===== config.mk =====
export PLATFORM = sky130hd
export DESIGN_NAME = frame_buffer_ctrl
export DESIGN_NICKNAME = d
export VERILOG_FILES = /design/src/rtl/frame_buffer_ctrl_pkg.sv /design/src/rtl/frame_buffer_ctrl_bank.sv /design/src/rtl/frame_buffer_ctrl.sv
export SDC_FILE = /design/constraint.sdc
export NUM_CORES = 1
export LEC_CHECK = 0
export ABC_AREA = 1
export ABC_CLOCK_PERIOD_IN_PS = 13150
export CAP_MARGIN = 0
export CORE_MARGIN = 8
export CORE_UTILIZATION = 57
export DETAILED_ROUTE_END_ITERATION = 12
export PLACE_DENSITY = 0.77
export SKIP_LAST_GASP = 1
export SYNTH_ARGS = -nofsm -noshare
export SYNTH_HDL_FRONTEND = slang
export SYNTH_SLANG_ARGS = --single-unit

===== constraint.sdc =====
create_clock -name clk_i -period 13.15 [get_ports clk_i]
set_clock_uncertainty 0.05 [all_clocks]
set_input_delay 2.63 -clock clk_i [delete_from_list [all_inputs] [get_ports clk_i]]
set_output_delay 2.63 -clock clk_i [all_outputs]
set_load 0.01 [all_outputs]

===== src/rtl/frame_buffer_ctrl_pkg.sv =====
// Shared geometry, RGB packing offsets and write-FSM encoding for the LED-matrix frame buffer.
package frame_buffer_ctrl_pkg;

    localparam int unsigned FB_ROW_NUM = 8;
    localparam int unsigned FB_COL_NUM = 8;
    localparam int unsigned FB_RGB_W   = 3;
    localparam int unsigned FB_ROW_W   = FB_COL_NUM * FB_RGB_W;
    localparam int unsigned FB_IDX_W   = 3;

    localparam int unsigned FB_OFS_R = 0;
    localparam int unsigned FB_OFS_G = 1;
    localparam int unsigned FB_OFS_B = 2;

    typedef enum logic [1:0] {
        FB_IDLE      = 2'd0,
        FB_CLEAR     = 2'd1,
        FB_WAIT_SWAP = 2'd2
    } fb_state_e;

endpackage


===== src/rtl/frame_buffer_ctrl_bank.sv =====
// One 8x24 RGB register bank: pixel write port, row clear port, combinational row read.
module fb_bank
    import frame_buffer_ctrl_pkg::*;
(
    input  logic                clk_i,
    input  logic                rst_i,
    input  logic                i_wr_en,
    input  logic [FB_IDX_W-1:0] i_wr_row,
    input  logic [FB_IDX_W-1:0] i_wr_col,
    input  logic [FB_RGB_W-1:0] i_wr_rgb,
    input  logic                i_clr_en,
    input  logic [FB_IDX_W-1:0] i_clr_row,
    input  logic [FB_IDX_W-1:0] i_rd_row,
    output logic [FB_ROW_W-1:0] o_rd_data_c
);

    logic [FB_ROW_W-1:0] r_mem [FB_ROW_NUM];
    logic [4:0]          w_bit_base;

    assign w_bit_base  = 5'(i_wr_col) * 5'd3;
    assign o_rd_data_c = r_mem[i_rd_row];

    // Clear wins over write; the controller never asserts both, this just keeps it defined.
    always_ff @(posedge clk_i or posedge rst_i) begin
        if (rst_i) begin
            for (int r = 0; r < FB_ROW_NUM; r++) begin
                r_mem[r] <= '0;
            end
        end else if (i_clr_en) begin
            r_mem[i_clr_row] <= '0;
        end else if (i_wr_en) begin
            r_mem[i_wr_row][w_bit_base +: FB_RGB_W] <= i_wr_rgb;
        end
    end

endmodule


===== src/rtl/frame_buffer_ctrl.sv =====
// Double-buffered 8x8 RGB frame memory: source writes the back bank, scanner reads the front,
// banks swap only on a scanner frame boundary after the source marks its frame complete.
module frame_buffer_ctrl
    import frame_buffer_ctrl_pkg::*;
(
    input  logic                clk_i,
    input  logic                rst_i,
    input  logic                wr_valid_i,
    output logic                wr_ready_o,
    input  logic [2:0]          wr_x_i,
    input  logic [2:0]          wr_y_i,
    input  logic [2:0]          wr_rgb_i,
    input  logic                wr_last_i,
    input  logic                clear_i,
    input  logic                frame_start_i,
    input  logic                rd_req_i,
    input  logic [2:0]          rd_row_i,
    output logic [FB_ROW_W-1:0] rd_data_o,
    output logic                rd_valid_o,
    output logic                front_sel_o,
    output logic                swap_o
);

    fb_state_e           r_state;
    fb_state_e           w_state_nxt;
    logic [FB_IDX_W-1:0] r_clr_row;
    logic                r_front_sel;
    logic [FB_ROW_W-1:0] r_rd_data;
    logic                r_rd_valid;
    logic                r_swap;

    logic                w_wr_fire;
    logic                w_clr_en;
    logic                w_swap_nxt;
    logic [FB_ROW_W-1:0] w_rd_bank0;
    logic [FB_ROW_W-1:0] w_rd_bank1;
    logic [FB_ROW_W-1:0] w_rd_front;

    assign wr_ready_o  = (r_state == FB_IDLE) && !clear_i && !rst_i;
    assign w_wr_fire   = wr_valid_i && wr_ready_o;
    assign w_rd_front  = r_front_sel ? w_rd_bank1 : w_rd_bank0;

    assign rd_data_o   = r_rd_data;
    assign rd_valid_o  = r_rd_valid;
    assign front_sel_o = r_front_sel;
    assign swap_o      = r_swap;

    // Writes and clears only ever target the bank that is not displayed.
    fb_bank u_bank0 (
        .clk_i       (clk_i),
        .rst_i       (rst_i),
        .i_wr_en     (w_wr_fire && r_front_sel),
        .i_wr_row    (wr_y_i),
        .i_wr_col    (wr_x_i),
        .i_wr_rgb    (wr_rgb_i),
        .i_clr_en    (w_clr_en && r_front_sel),
        .i_clr_row   (r_clr_row),
        .i_rd_row    (rd_row_i),
        .o_rd_data_c (w_rd_bank0)
    );

    fb_bank u_bank1 (
        .clk_i       (clk_i),
        .rst_i       (rst_i),
        .i_wr_en     (w_wr_fire && !r_front_sel),
        .i_wr_row    (wr_y_i),
        .i_wr_col    (wr_x_i),
        .i_wr_rgb    (wr_rgb_i),
        .i_clr_en    (w_clr_en && !r_front_sel),
        .i_clr_row   (r_clr_row),
        .i_rd_row    (rd_row_i),
        .o_rd_data_c (w_rd_bank1)
    );

    // Write-side FSM: next state, clear strobe and swap request.
    always_comb begin
        w_state_nxt = r_state;
        w_clr_en    = 1'b0;
        w_swap_nxt  = 1'b0;
        unique case (r_state)
            FB_IDLE: begin
                if (clear_i) begin
                    w_state_nxt = FB_CLEAR;
                end else if (w_wr_fire && wr_last_i) begin
                    w_state_nxt = FB_WAIT_SWAP;
                end
            end
            FB_CLEAR: begin
                w_clr_en = 1'b1;
                if (r_clr_row == FB_IDX_W'(FB_ROW_NUM - 1)) begin
                    w_state_nxt = FB_IDLE;
                end
            end
            FB_WAIT_SWAP: begin
                if (frame_start_i) begin
                    w_swap_nxt  = 1'b1;
                    w_state_nxt = FB_IDLE;
                end
            end
            default: begin
                w_state_nxt = FB_IDLE;
            end
        endcase
    end

    always_ff @(posedge clk_i or posedge rst_i) begin
        if (rst_i) begin
            r_state     <= FB_IDLE;
            r_clr_row   <= '0;
            r_front_sel <= 1'b0;
            r_swap      <= 1'b0;
        end else begin
            r_state     <= w_state_nxt;
            r_clr_row   <= w_clr_en ? r_clr_row + FB_IDX_W'(1) : '0;
            r_front_sel <= r_front_sel ^ w_swap_nxt;
            r_swap      <= w_swap_nxt;
        end
    end

    // Read port samples the pre-swap front bank on the swap edge.
    always_ff @(posedge clk_i or posedge rst_i) begin
        if (rst_i) begin
            r_rd_data  <= '0;
            r_rd_valid <= 1'b0;
        end else begin
            r_rd_valid <= rd_req_i;
            if (rd_req_i) begin
                r_rd_data <= w_rd_front;
            end
        end
    end

endmodule

# --- Yosys cells after proc, flatten, opt, wreduce, memory -nomap -nowiden ---
# Index checks and enable logic that the tools add are counted.
word_totals:
  reg_bits: 416
classes:
  add_sub_neg: 2
  multipliers: 1
  order_cmp: 5
  eq_ne: 6
  n_shift: 2
  n_mux: 26
  n_bitwise: 7
  n_reduce_logical: 17
op_table:
  columns: ["cell", "n"]
  rows:
  - ["192-bit 2-to-1 mux", 4]
  - ["192-bit AND", 2]
  - ["192-bit bitwise mux", 2]
  - ["192-bit inverter", 1]
  - ["24-bit 2-to-1 mux", 7]
  - ["24-bit binary-select mux with 3-bit select", 2]
  - ["24-bit demux with 3-bit select", 2]
  - ["3-bit by 7-bit variable shift with 24-bit output (first input constant)", 1]
  - ["3-bit by 7-bit variable part select with 24-bit output", 1]
  - ["4-bit greater-or-equal comparator (second input constant)", 3]
  - ["3-bit inverter with 4-bit output", 3]
  - ["1-bit logical AND", 10]
  - ["4-bit by 1-bit less-than comparator with 1-bit output (second input constant)", 2]
  - ["2-bit 2-to-1 mux", 4]
  - ["5-bit negator with 7-bit output", 1]
  - ["2-bit one-hot mux with 3 select lines", 1]
  - ["3-bit by 2-bit multiplier with 5-bit output (second input constant)", 1]
  - ["2-bit inequality test (second input constant)", 2]
  - ["2-bit nonzero test", 2]
  - ["3-bit by 1-bit adder with 3-bit output (second input constant)", 1]
  - ["3-bit equality test (second input constant)", 1]
  - ["1-bit logical NOT", 3]
  - ["1-bit 2-to-1 mux", 3]
  - ["3-bit 2-to-1 mux", 1]
  - ["other kinds (6)", 6]

# --- Longest topological paths before layout ---
# Gate-level depths: netlist of the first run.
logic_depth:
  word_depth: 8
  ltp_mapped: 14
  ltp_nobuf: 13

# --- Hierarchy ---
# A second synthesis of the first run with hierarchy kept.
hier_totals:
  cells_unflattened: 2962
  hier_area_um2: 21478.1
by_module_without_submodules:
  columns: ["mod", "n_inst", "cells_each", "area_each_um2", "seq_area_each_um2"]
  rows:
  - ["fb_bank", 2, 1398, 9909.5, 4804.6]
  - ["frame_buffer_ctrl", 1, 166, 1659.1, 800.8]

# --- Worst setup path after synthesis of the first run ---
# OpenSTA, ideal clock, no wires.
synth_path:
  path_kind: "in2reg"
  start: "input port rst_i"
  end: "register u_bank0.r_mem[105] (netlist name)"
  arrival_ps: 13116
  required_ps: 12983
  path_slack_ps: -133
  path_stages: 9
  n_path_buf: 1
  cell_sequence: "inv_1 -> nand4_1 -> nand2_1 -> nand2_1 -> inv_2 -> buf_2 -> o21ai_0 -> nand2_1 -> nand2_1"
synth_between:
  elab_chain_cells: 5
synth_lines:
  columns: ["element", "line", "source"]
  rows:
  - ["from (decl)", "frame_buffer_ctrl.sv:7", "input logic rst_i,"]
  - ["1-bit logical NOT (no line)", null, null]
  - ["1-bit logical AND", "frame_buffer_ctrl.sv:39", "assign wr_ready_o = (r_state == FB_IDLE) && !clear_i && !rst_i;"]
  - ["1-bit logical AND", "frame_buffer_ctrl.sv:40", "assign w_wr_fire = wr_valid_i && wr_ready_o;"]
  - ["1-bit logical AND", "frame_buffer_ctrl.sv:52", ".i_wr_en (w_wr_fire && r_front_sel),"]
  - ["2-bit nonzero test (no line)", null, null]
  - ["to (signal, indexed assignment)", "frame_buffer_ctrl_bank.sv:32", "r_mem[i_wr_row][w_bit_base +: FB_RGB_W] <= i_wr_rgb;"]
  - ["to (decl)", "frame_buffer_ctrl_bank.sv:17", "logic [FB_ROW_W-1:0] r_mem [FB_ROW_NUM];"]
# No other way between the ends.
# A chain may end at the register's enable or synchronous reset.

# --- Worst setup path after layout of the first run ---
layout_path:
  start: "input port clear_i"
  end: "output port wr_ready_o"
layout_between:
  elab_chain_cells: 3
layout_lines:
  columns: ["element", "line", "source"]
  rows:
  - ["from (decl)", "frame_buffer_ctrl.sv:14", "input logic clear_i,"]
  - ["1-bit logical NOT", "frame_buffer_ctrl.sv:39", null]
  - ["1-bit logical AND (2 in series)", "frame_buffer_ctrl.sv:39", null]
  - ["to (decl)", "frame_buffer_ctrl.sv:9", "output logic wr_ready_o,"]
# No other way between the ends.

==> results of run 1 <==
## tightest hold or removal path, cell delays in order, from the launching register on
cell and delay (ns):
dfrtp_1 0.34, nand2_1 0.05, nand2_1 0.05
## through the flow
stage / total power [mW] / setup WS (ns) / utilization (%) / instance area [um^2] / hold slack (ns)
final: 4.540 / 6.561 / 62.27 / 28260 / 0.4192
after global routing: 4.716 / 6.532 / 62.27 / 28260 / 0.4361
after CTS: 4.470 / 6.554 / 62.27 / 28260 / 0.4216
after detailed placement: 3.101 / 6.500 / 58.75 / 26660 / 0.4080
after global placement: 3.094 / 6.598 / 58.75 / 26660 / 0.4026
after floorplan: 2.566 / 2.470 / - / 26160 / 0.3917
## state kept, by name, summed over array words and instances, names as in the netlist
name,count
front_sel_o,1
r_clr_row,3
r_state,2
rd_data_o,24
rd_valid_o,1
swap_o,1
u_bank0.r_mem,192
u_bank1.r_mem,192
## area by class of cell
type	count	share of cell area (%)
clock buffer	72	5.069
clock inverter	13	0.5844
inverter	142	1.939
multi-input combinational	3354	50.17
sequential	416	36.84
tap	600	2.657
timing repair buffer	82	2.741
## logic make-up (layout without fill, tap and decap cells)
logic type                 after synthesis  after routing  share of synthesized area [%]
and+or+nand+nor                       3163           3163                          50.17
DFF                                    416            416                          39.80
buffers and inverters                  395            309                          6.209
AOI/OAI and AO/OA                      185            185                          3.554
adders and majority gates                5              5                         0.2392
xor gates and xnor gates                 1              1                        0.03349
## routing by layer
metal / wire, um / GRT usage [%] / up-vias / part of all wire, %
met5: 27 / 0 / - / 0.030
met2: 38630 / 49.57 / 1776 / 44
met3: 11420 / 8.520 / 284 / 13
met1: 35050 / 44.51 / 12880 / 39
li1: - / - / 13120 / -
met4: 3639 / 14.77 / 4 / 4.1
## cells in the final DEF (no fill, tap or decap), drive strengths merged
master | synthesis | layout
clkinvlp | 0 | 1
nand2 | 2141 | 2141
inv | 138 | 137
and2 | 1 | 1
nor3b | 1 | 1
nor4 | 1 | 1
o32ai | 1 | 1
nand4 | 42 | 42
clkbuf | 123 | 72
clkinv | 4 | 13
dfrtp | 416 | 416
bufinv | 0 | 4
clkdlybuf4s50 | 0 | 43
nor2 | 129 | 129
o21ai | 137 | 137
a21oi | 47 | 47
xor2 | 1 | 1
buf | 130 | 39
ha | 5 | 5
nand3 | 848 | 848
## final timing paths
path                                                     start                              to  slack [ns]  cells past startpoint
max in group asynchronous                                rst_i  u_bank1.r_mem[103]$_DFFE_PP0P_        8.23                      4
worst max register to register          r_state[0]$_DFFE_PP0P_   u_bank0.r_mem[14]$_DFFE_PP0P_        9.35                      8
worst min-delay path            u_bank1.r_mem[169]$_DFFE_PP0P_  u_bank1.r_mem[169]$_DFFE_PP0P_        0.42                      2
min in group asynchronous                                rst_i          r_state[0]$_DFFE_PP0P_        2.54                      2
worst min register to register  u_bank1.r_mem[169]$_DFFE_PP0P_  u_bank1.r_mem[169]$_DFFE_PP0P_        0.42                      2
worst max-delay path                                   clear_i                      wr_ready_o        6.56                      3
## power by group through the flow
stage          combinational, mW  clock, mW  sequential, mW
2_1_floorplan               1.17          0            1.40
3_3_place_gp                1.69          0            1.40
3_5_place_dp                1.70          0            1.40
4_1_cts                     1.70       1.39            1.38
5_1_grt                     1.89       1.44            1.39
6_report                    1.78       1.38            1.38
==> impl_metrics.toml, run 1 <==
[sta]
drv_slew = 0
final_hold_viol_count = 0
worst_slew_pin_slew_ns = 1.184
post-route-min-period_ns = 6.589
maxSlewHeadroom_pct = 21.07
setup_viol = 0
finalSetupTns_ns = 0
rsz0062_at_grt = "no"
timing.fmax_mhz = 151.8
period_share_pct = 50.10

[global_routing]
grt_pass1_wl_um = 142300
grt-ovfl-total = 0
first_global_vias = 26390
grt_max_degree = 218
grtUsageTotal_pct = 33.01
grt_antenna_before_repair = 2

[yosys]
synth_top_flop_cell = "dfrtp_1"
yosys_warnings = 0
async_flop_share_pct = 100.0
synth.most_common_cell = "nand2_1"
synth_cell_type_count = 27
synthCells = 4165
synth_top_area_share_pct = 39.80
synth_edf_count = 0
syn_area_mm2 = 0.02616
ys_seq_area_share_pct = 39.80
yosys-top-cells-area = "dfrtp_1 40%, nand2_1 31%, nand3_1 16%"
synth_top_area_cell = "dfrtp_1"
syn_avg_cell_area_um2 = 6.280
ys_ff_latch = 416
syn_nets = 4189
yosys-top-cells-count = "2137 x nand2_1, 846 x nand3_1, 416 x dfrtp_1"

[critical_path]
crit_top_cell = "clkdlybuf4s50_1"
critPathCaptureType = "primary output"
critical-path-max-stage-delay_ns = 0.58
critical_path_class = "input pin to primary output"
worstPathArrival_ns = 3.91
cp_top_family = "buffers and inverters"
worst_ep_required_time_ns = 10.47
critPathSlowestCell = "clkdlybuf4s50_1"
path_buf_inv = 2
crit_chain = "clkdlybuf4s50_1 -> nor4_1 -> clkdlybuf4s50_1"
cp-start-kind = "input pin"
critPathMaxFanout = 3

[clock_tree]
tritoncts_num_sinks = 416
cts-root-buf = "clkbuf_16"
clk_latency_ns = 0.61
cts-resized-gates = 0
post_cts.repair.setup_buffers = 0
htreeDepth = 2
cts_tree = "done"
hold_buffers = 0
cts.clk_slew.worst_paths_ns = 0.06
cts.path.max_buffers = 3
cts_made_buffers = 47

[drt]
drt_iter0_drc = 4211
wirelength_um = 88760
postRouteAntennaNets = 0
vias = 28060
wl_per_cell_um = 18.97
drt_first_pass_iters = 6
via_per_inst = 5.997
drc = 0

[power]
p_seq_share_pct = 30.4
ir_worst_vdd_mv = 0.1795
leakagePower_nw = 15.33
intPower_mw = 2.461
combinationalPowerShare_pct = 39.2
powerDensity_mw_per_mm2 = 160.7
switching_share_pct = 45.78
clkPwrFrac_pct = 30.4
switching_power_mw = 2.078

[floorplanning]
coreArea_mm2 = 0.04538
initial_core_util_pct = 57.64
row_count = 78
ios = 47
fp.dieArea_mm2 = 0.05300
chipWidth_um = 230.2
die_y_um = 230.2

[cells_and_area]
fillers = 4311
insertedDiodeCount = 0
register_area_mm2 = 0.01041
drive_gt1_share_pct = 4.437
multi_input_area_mm2 = 0.01418
syn2layout_area_growth_pct = 8.036
nets = 4067
finalNonFillerCells = 4679

[placement]
hpwlAfterDp_um = 52470
port_buffers = 46
placed_cells_incl_taps = 4594
finalWeightedCongestion = 0.9021

[run_status]
status = "complete, no violations"

[min_path]
hp-class = "flop to flop"

[job]
max_cap_violations = 0
Note: power is estimated with default switching activity, not from simulation.
==> run 2, diff against run 1 <==
--- a/config.mk
+++ b/config.mk
@@ -6,12 +6,12 @@
 export NUM_CORES = 1
 export LEC_CHECK = 0
 export ABC_AREA = 1
-export ABC_CLOCK_PERIOD_IN_PS = 13150
+export ABC_CLOCK_PERIOD_IN_PS = 6500
 export CAP_MARGIN = 0
 export CORE_MARGIN = 8
 export CORE_UTILIZATION = 57
 export DETAILED_ROUTE_END_ITERATION = 12
-export PLACE_DENSITY = 0.77
+export PLACE_DENSITY = 0.74
 export SKIP_LAST_GASP = 1
 export SYNTH_ARGS = -nofsm -noshare
 export SYNTH_HDL_FRONTEND = slang
==> constraint.sdc (replaced) <==
create_clock -name clk_i -period 6.5 [get_ports clk_i]
set_clock_uncertainty 0.05 [all_clocks]
set_input_delay 1.3 -clock clk_i [delete_from_list [all_inputs] [get_ports clk_i]]
set_output_delay 1.3 -clock clk_i [all_outputs]
set_load 0.01 [all_outputs]
==> impl_metrics.toml, run 2 (same netlist as run 1, synthesis figures left out) <==
[clock_tree]
htreeDepth = 2
clk_latency_ns = 0.60
cts.path.max_buffers = 3
post_cts.repair.setup_buffers = 0
hold_buffers = 0
cts-root-buf = "clkbuf_16"
tritoncts_num_sinks = 416
cts_tree = "done"
cts-resized-gates = 0
cts_made_buffers = 48
cts.clk_slew.worst_paths_ns = 0.06

[critical_path]
cp_top_family = "buffers and inverters"
path_buf_inv = 2
worst_ep_required_time_ns = 5.15
crit_chain = "clkdlybuf4s50_1 -> nor4_1 -> clkdlybuf4s50_1"
worstPathArrival_ns = 2.57
critical_path_class = "input pin to primary output"
critical-path-max-stage-delay_ns = 0.58
critPathSlowestCell = "clkdlybuf4s50_1"
crit_top_cell = "clkdlybuf4s50_1"
critPathMaxFanout = 3
critPathCaptureType = "primary output"
cp-start-kind = "input pin"

[drt]
wl_per_cell_um = 19.78
drt_iter0_drc = 4015
postRouteAntennaNets = 0
via_per_inst = 6.044
vias = 28300
wirelength_um = 92630
drt_first_pass_iters = 7
drc = 0

[sta]
holdWs_ns = 0.4203
final.setup.worst_slack_ns = 2.584
period_share_pct = 60.24
post-route-min-period_ns = 3.916
rsz0062_at_grt = "no"
maxSlewHeadroom_pct = 14.44
worst_slew_pin_slew_ns = 1.281
timing.fmax_mhz = 255.4
setup_viol = 0
drv_slew = 0
final_hold_viol_count = 0

[floorplanning]
chipWidth_um = 230.2
row_count = 78
fp.dieArea_mm2 = 0.05300
ios = 47
coreArea_mm2 = 0.04538
initial_core_util_pct = 57.64
die_y_um = 230.2

[placement]
finalWeightedCongestion = 0.8935
port_buffers = 46
dp_slack_ns = 2.084
place_area_mm2 = 0.02691
hpwlAfterDp_um = 55130

[job]
max_cap_violations = 0

[cells_and_area]
stdcell_area_mm2 = 0.02853
fin_util_pct = 62.87
syn2layout_area_growth_pct = 9.079
final_cell_mix = "2096 x nand2_1, 838 x nand3_1, 416 x dfrtp_1, 108 x nor2_1, 104 x o21ai_0"
layout_commonest_cell = "nand2_1"
drive_gt1_share_pct = 6.026
nets = 4069

[global_routing]
first_global_vias = 26060
grt_antenna_before_repair = 2
grt-ovfl-total = 0
grtUsageTotal_pct = 34.01
grt_pass1_wl_um = 145000
grt_max_degree = 218

[power]
ir_worst_vdd_mv = 0.5829
leakagePower_nw = 15.39
powerDensity_mw_per_mm2 = 332.8
power_mw = 9.496

[run_status]
status = "complete, no violations"

[min_path]
hp-class = "flop to flop"
[run 2: cell types whose count changed in the layout (fill, tap and decap cells not counted), sizes merged]
cell      before  now
inv          137  136
clkbuf        72   76
clkinv        13   11
buf           39   40
clkinvlp       1    2
diode          0    1
[run 2: per-layer routing]
| metal | share of wire [%] | global-route usage (%) | vias up | wire length (um) |
|---|---|---|---|---|
| met3 | 13 | 8.840 | 326 | 12120 |
| met5 | 0.017 | 0 | - | 16 |
| met4 | 4.3 | 14.14 | 2 | 3978 |
| li1 | - | - | 13140 | - |
| met1 | 40 | 46.08 | 13020 | 36680 |
| met2 | 43 | 51.27 | 1824 | 39840 |
[run 2: power by group]
part | internal (mW) | switching [mW] | leakage [nW]
clock | 1.69 | 1.14 | 0.794
combinational | 0.685 | 3.17 | 8.82
sequential | 2.70 | 0.105 | 5.78
total | 5.07 | 4.42 | 15.4
[run 2: stage by stage]
step / setup TNS (ns) / std cells
floorplan: -1218.58 / 4165
global placement: 0 / 4595
detailed placement: 0 / 4595
CTS: 0 / 4682
global route: 0 / 4682
finish: 0 / 4683
[run 2: path summary, 6_finish.rpt]
path	start	to	slack, ns	cells past startpoint
max	clear_i	wr_ready_o	2.58	3
min	u_bank1.r_mem[188]$_DFFE_PP0P_	u_bank1.r_mem[188]$_DFFE_PP0P_	0.42	2
max reg2reg	r_state[1]$_DFFE_PP0P_	u_bank0.r_mem[67]$_DFFE_PP0P_	2.62	8
min reg2reg	u_bank1.r_mem[188]$_DFFE_PP0P_	u_bank1.r_mem[188]$_DFFE_PP0P_	0.42	2
max in group asynchronous	rst_i	u_bank0.r_mem[31]$_DFFE_PP0P_	2.79	5
min in group asynchronous	rst_i	rd_data_o[13]$_DFFE_PP0P_	1.26	3
[run 2: cell type report]
| cell class | count | area [um^2] |
|---|---|---|
| tap | 600 | 750.7 |
| clock buffer | 76 | 1458 |
| multi-input combinational | 3354 | 14420 |
| inverter | 142 | 564.3 |
| clock inverter | 11 | 157.7 |
| timing repair buffer | 83 | 769.5 |
| fill | 4331 | 16850 |
| antenna | 1 | 2.502 |
| sequential | 416 | 10410 |
[run 2: worst register-to-register path, delay by kind of cell (launching register included)]
kind | cells | cell delay [ns]
simple gates | 4 | 1.61
buf+inv | 3 | 1.28
compound gates | 1 | 0.50
flops | 1 | 0.40
